--- src/rtl/gen_rr_arb_pkg.sv ---
// Shared types and default constants for the round-robin grant-locking arbiter.
package gen_rr_arb_pkg;

   // Arbiter control states: IDLE arbitrates, BUSY holds the current grant.
   typedef enum logic {
      IDLE = 1'b0,
      BUSY = 1'b1
   } gen_rr_arb_st_t;

   // Default requester index width (2**2 = 4 requesters).
   localparam int unsigned REQ_IDX_W_DEF = 2;

   // Default maximum grant hold time, only meaningful with the timeout build.
   localparam int unsigned HOLD_MAX_DEF  = 15;

endpackage : gen_rr_arb_pkg

--- src/rtl/gen_dec_top.sv ---
// Parametric binary-to-one-hot decoder with an enable; all zeros when disabled.
module gen_dec_top #(
   parameter int unsigned DAT_IN_W = 2
) (
   input  logic [DAT_IN_W-1:0]      dat_in,
   input  logic                     en,
   output logic [(2**DAT_IN_W)-1:0] dat_out
);

   // Raise exactly the bit selected by dat_in when enabled.
   always_comb begin
      dat_out = '0;
      for (int i = 0; i < (2**DAT_IN_W); i++) begin
         if (en && (dat_in == DAT_IN_W'(i))) begin
            dat_out[i] = 1'b1;
         end
      end
   end

endmodule : gen_dec_top

--- src/rtl/gen_rr_arb_top.sv ---
// Round-robin arbiter with grant locking. A grant is held until the owner
// pulses done or drops its request. Optional forced release after HOLD_MAX
// busy cycles is enabled by defining GEN_RR_ARB_TIMEOUT_EN (adds the tmo port).
module gen_rr_arb_top
   import gen_rr_arb_pkg::*;
#(
   parameter  int unsigned REQ_IDX_W = REQ_IDX_W_DEF,
   parameter  int unsigned HOLD_MAX  = HOLD_MAX_DEF,
   localparam int unsigned REQ_N     = 2**REQ_IDX_W
) (
   input  logic                 clk,
   input  logic                 rst_n,
   input  logic [REQ_N-1:0]     req,
   input  logic                 done,
   output logic                 gnt_vld,
   output logic [REQ_IDX_W-1:0] gnt_idx,
`ifdef GEN_RR_ARB_TIMEOUT_EN
   output logic                 tmo,
`endif
   output logic [REQ_N-1:0]     gnt_oh
);

   gen_rr_arb_st_t       state_q, state_d;
   logic [REQ_IDX_W-1:0] gnt_idx_q, gnt_idx_d;
   logic [REQ_IDX_W-1:0] ptr_q, ptr_d;
   logic [REQ_N-1:0]     req_rot;
   logic [REQ_IDX_W-1:0] ffs_off;
   logic [REQ_IDX_W-1:0] winner;
   logic                 owner_rel;
   logic                 tmo_hit;

   // Rotate req so the pointer position sits at bit 0, find the first set
   // bit, then add the pointer back to recover the absolute winner index.
   always_comb begin
      req_rot = '0;
      for (int i = 0; i < REQ_N; i++) begin
         req_rot[i] = req[ptr_q + REQ_IDX_W'(i)];
      end
      ffs_off = '0;
      for (int i = REQ_N - 1; i >= 0; i--) begin
         if (req_rot[i]) begin
            ffs_off = REQ_IDX_W'(i);
         end
      end
      winner = ptr_q + ffs_off;
   end

   // Owner-driven release: explicit done or the owner abandoning its request.
   assign owner_rel = done || !req[gnt_idx_q];

`ifdef GEN_RR_ARB_TIMEOUT_EN
   localparam int unsigned HOLD_CNT_W = $clog2(HOLD_MAX + 1);

   logic [HOLD_CNT_W-1:0] hold_cnt_q, hold_cnt_d;
   logic                  tmo_q, tmo_d;

   // The hold limit is hit on the edge where the incremented count would
   // reach HOLD_MAX, so the grant stays visible for exactly HOLD_MAX cycles.
   assign tmo_hit = (state_q == BUSY) && (hold_cnt_q == HOLD_CNT_W'(HOLD_MAX - 1));

   // Hold counter is zero while idle (so it is clear on entry to BUSY) and
   // counts saturating while busy; tmo flags a release caused only by timeout.
   always_comb begin
      hold_cnt_d = '0;
      tmo_d      = 1'b0;
      if (state_q == BUSY) begin
         hold_cnt_d = (hold_cnt_q == HOLD_CNT_W'(HOLD_MAX)) ? hold_cnt_q
                                                             : hold_cnt_q + HOLD_CNT_W'(1);
         tmo_d      = tmo_hit && !owner_rel;
      end
   end

   // Hold counter and timeout pulse registers.
   always_ff @(posedge clk or negedge rst_n) begin
      if (!rst_n) begin
         hold_cnt_q <= '0;
         tmo_q      <= 1'b0;
      end else begin
         hold_cnt_q <= hold_cnt_d;
         tmo_q      <= tmo_d;
      end
   end

   assign tmo = tmo_q;
`else
   assign tmo_hit = 1'b0;
`endif

   // Next-state logic: arbitrate only in IDLE, lock the grant in BUSY, and
   // move the pointer past the owner on any kind of release.
   always_comb begin
      state_d   = state_q;
      gnt_idx_d = gnt_idx_q;
      ptr_d     = ptr_q;
      case (state_q)
         IDLE: begin
            if (|req) begin
               state_d   = BUSY;
               gnt_idx_d = winner;
            end
         end
         BUSY: begin
            if (owner_rel || tmo_hit) begin
               state_d   = IDLE;
               gnt_idx_d = '0;
               ptr_d     = gnt_idx_q + REQ_IDX_W'(1);
            end
         end
         default: begin
            state_d = IDLE;
         end
      endcase
   end

   // State, owner and pointer registers.
   always_ff @(posedge clk or negedge rst_n) begin
      if (!rst_n) begin
         state_q   <= IDLE;
         gnt_idx_q <= '0;
         ptr_q     <= '0;
      end else begin
         state_q   <= state_d;
         gnt_idx_q <= gnt_idx_d;
         ptr_q     <= ptr_d;
      end
   end

   assign gnt_vld = (state_q == BUSY);
   assign gnt_idx = gnt_idx_q;

   gen_dec_top #(
      .DAT_IN_W (REQ_IDX_W)
   ) u_dec (
      .dat_in  (gnt_idx_q),
      .en      (gnt_vld),
      .dat_out (gnt_oh)
   );

endmodule : gen_rr_arb_top

--- config.mk ---
export PLATFORM = sky130hd
export DESIGN_NAME = gen_rr_arb_top
export DESIGN_NICKNAME = d
export VERILOG_FILES = /design/src/rtl/gen_rr_arb_pkg.sv /design/src/rtl/gen_dec_top.sv /design/src/rtl/gen_rr_arb_top.sv
export SDC_FILE = /design/constraint.sdc
export NUM_CORES = 1
export LEC_CHECK = 0
export CAP_MARGIN = 10
export CORE_AREA = 3 3 40 42
export CTS_BUF_LIST = sky130_fd_sc_hd__clkbuf_8 sky130_fd_sc_hd__clkbuf_16
export CTS_CLUSTER_DIAMETER = 40
export DETAILED_ROUTE_END_ITERATION = 6
export DIE_AREA = 0 0 43 45
export GPL_TIMING_DRIVEN = 0
export PLACE_DENSITY_LB_ADDON = 0.12
export SETUP_SLACK_MARGIN = 0.02
export SYNTH_ARGS = -nofsm -noshare
export SYNTH_HDL_FRONTEND = slang
export SYNTH_HIERARCHICAL = 1
export SYNTH_SLANG_ARGS = --single-unit
--- constraint.sdc ---
create_clock -name clk -period 2 [get_ports clk]
set_input_delay 0.4 -clock clk [delete_from_list [all_inputs] [get_ports clk]]
set_output_delay 0.4 -clock clk [all_outputs]
set_load 0.1 [all_outputs]
==> impl_metrics.ini <==
[run_status]
outcome = complete, no violations

[global_route]
grt_use_total_pct = 14.2
grt_pass1_wl_um = 2050
grt_pass1_vias = 468
grt_antenna_before_repair = 0
overflow = 0
grt_start_max_net_pins = 11

[sta]
finalMaxSlewViolations = 0
period_needed_ns = 1.92
min_period_over_period_pct = 96.1
hold_viol = 0
rsz0062_at_grt = yes
setup_viol = 0
relSlewSlack_pct = 36.6
final.setup_skew_ns = 0.00526
worst_pin_slew_ns = 0.955
fmax_mhz = 520

[yosys]
syn-num-nets = 65
synth_area_leaders = dfrtp_1 (24%), nand2_1 (5.1%), o21ai_0 (4.9%), a21oi_1 (3.9%), mux2i_1 (3.9%)
synth_warnings = 6
netlist_area_um2 = 514
ys_seq_area_share_pct = 24.3
syn_inst = 57
yosys_register_bits = 5
netlist.area_leader.share_pct = 24.3
syn_area_per_cell_um2 = 9.02
yosys.area.top_type = dfrtp_1
synth.distinct_cells = 36

[layout]
finalNonFillerCells = 87
num-nets-final = 81
n_antenna_cell = 0
drive_gt1_share_pct = 41.7
num-fill-cells = 127
area_growth_pct = 34.6

[clock_tree]
cts_made_buffers = 3
cts_tree = done
clkSinkCount = 5
clk_path_buf_depth = 2
cts-root-buf = clkbuf_8
clock_latency_ns = 0.22
cts.clk_slew.worst_paths_ns = 0.04
postCtsHoldBufs = 0
cts_max_level = 1

[placement]
dp_cells = 83
port-buffer-count = 11
place_congestion = 0.721
hpwlAfterDp_um = 797

[routing]
first_pass_iters = 3
routedWlPerCell_um = 13.4
drc = 0
vias = 459
via_per_inst = 5.28
drt_wl_total_um = 1170
ant_nets = 0
first_iter_violations = 6

[setup_path]
critical_path.top_delay_family = buffers and inverters
crit_end = gnt_vld
crit_buf_inv = 1
reg2reg_from = ptr_q[1]
crit_path_top_delay_cell = clkdlybuf4s15_1
criticalPathCategory = reg2out
startpoint = gnt_vld
crit_path_max_incr_delay_ns = 0.84
reg2reg_setup_slack_ns = 0.23
worstPathArrival_ns = 1.52
crit_chain = clkdlybuf4s15_1
critPathCaptureType = output pin
r2r_end = gnt_idx[1]
crit_fanout = 10
required_ns = 1.60
r2r_cells = 9
cp_num_cells = 1
critPathLaunchType = register

[flow_run]
maxCapViolCount = 0

[die]
dieArea_um2 = 1940
start_util_pct = 40.0
coreArea_um2 = 1280
rows = 13
die_h_um = 45
fp.dieW_um = 43
ios = 14

[min_path]
hold_class = in2async
-- synth_stat cells, drive strengths merged --
cell type  count
nor2b          1
or3            1
a32oi          1
mux2           1
o21bai         1
nor3           1
and3           1
o211ai         1
dfrtp          5
buf            3
nor4           1
nand2          7
o21a           1
and3b          3
mux2i          2
nand3b         1
xnor2          1
o221ai         1
nand2b         1
ha             1
nor3b          1
or2            2
a21oi          4
inv            1
and2b          2
nor2           2
xor2           1
o2111ai        1
o21ai          6
a21boi         2
-- kinds of logic (layout without fill, tap and decap cells) --
kind of cell             Yosys count  count (layout)  synth area share [%]
flip-flops                         5               5                  24.3
AND/OR/NAND/NOR                   24              24                  30.4
adder cells (fa/ha/maj)            1               1                  2.43
multiplexers                       3               3                  6.81
XOR/XNOR                           2               2                  3.41
buffers and inverters              4              19                  5.84
AO/OA/AOI/OAI                     18              18                  26.8
-- cell type report --
cell class              count  area [um^2]  area share [%]
clock buffers               3         41.3            5.97
plain buffers               3         26.3            3.80
repair buffers             11         98.8            14.3
flip-flops and latches      5          131            19.0
multi-input cells          48          368            53.2
well taps                  15         18.8            2.71
inverters                   1         3.75           0.542
clock inverters             1         3.75           0.542
-- placed cells by master, fill, tap and decap left out, types with 2 or more instances in the layout --
cell / synthesis / layout
a21oi_1: 4 / 4
and3b_2: 1 / 3
buf_4: 2 / 2
clkbuf_2: 0 / 3
clkbuf_8: 0 / 3
clkdlybuf4s15_2: 0 / 4
clkdlybuf4s50_1: 0 / 2
dfrtp_1: 5 / 2
dfrtp_2: 0 / 2
inv_1: 1 / 2
mux2i_1: 2 / 2
nand2_1: 7 / 7
o21ai_0: 5 / 5
or2_1: 2 / 2
-- sequential cells by signal, summed over array words and instances, names as in the netlist --
signal	count
gnt_idx	2
ptr_q	2
gnt_vld	1
-- per-layer routing --
layer / GRT usage (%) / vias up / wire, um
li1: - / 239 / -
met1: 18.7 / 210 / 592
met2: 23.4 / 10 / 542
met3: 2.39 / 0 / 32
met4: 5.42 / 0 / 0
met5: 0 / - / 0
-- through the flow --
step	TNS [ns]	instance area [um^2]	util (%)	hold WS, ns	setup slack [ns]
after floorplan	0	529	-	0.104	0.0459
after global placement	-1.52	658	51.2	0.613	-0.402
after detailed placement	-1.59	658	51.2	0.606	-0.434
after CTS	0	704	54.8	0.422	0.0286
after global routing	0	692	53.8	0.438	0.0109
final	0	692	53.8	0.410	0.0785
-- repair_timing --
| action | 4_1_cts | 5_1_grt |
|---|---|---|
| pin swaps | 0 | 0 |
| buffers inserted | 0 | 0 |
| gates resized for setup | 19 | 5 |
| endpoints found under the setup margin | 8 | 4 |
-- how the worst min path moves through the flow --
stage / slack (ns) / depth (start not counted) / to
after floorplan: 0.10 / 0 / gnt_idx[0]
after global placement: 0.61 / 3 / ptr_q[1]
after detailed placement: 0.61 / 3 / ptr_q[1]
after CTS: 0.42 / 1 / gnt_idx[1]
after global routing: 0.44 / 1 / gnt_idx[1]
final: 0.41 / 1 / gnt_idx[0]
Power is not shown: default switching activity piles up to over one toggle a cycle in this logic, so the estimate is an artifact.
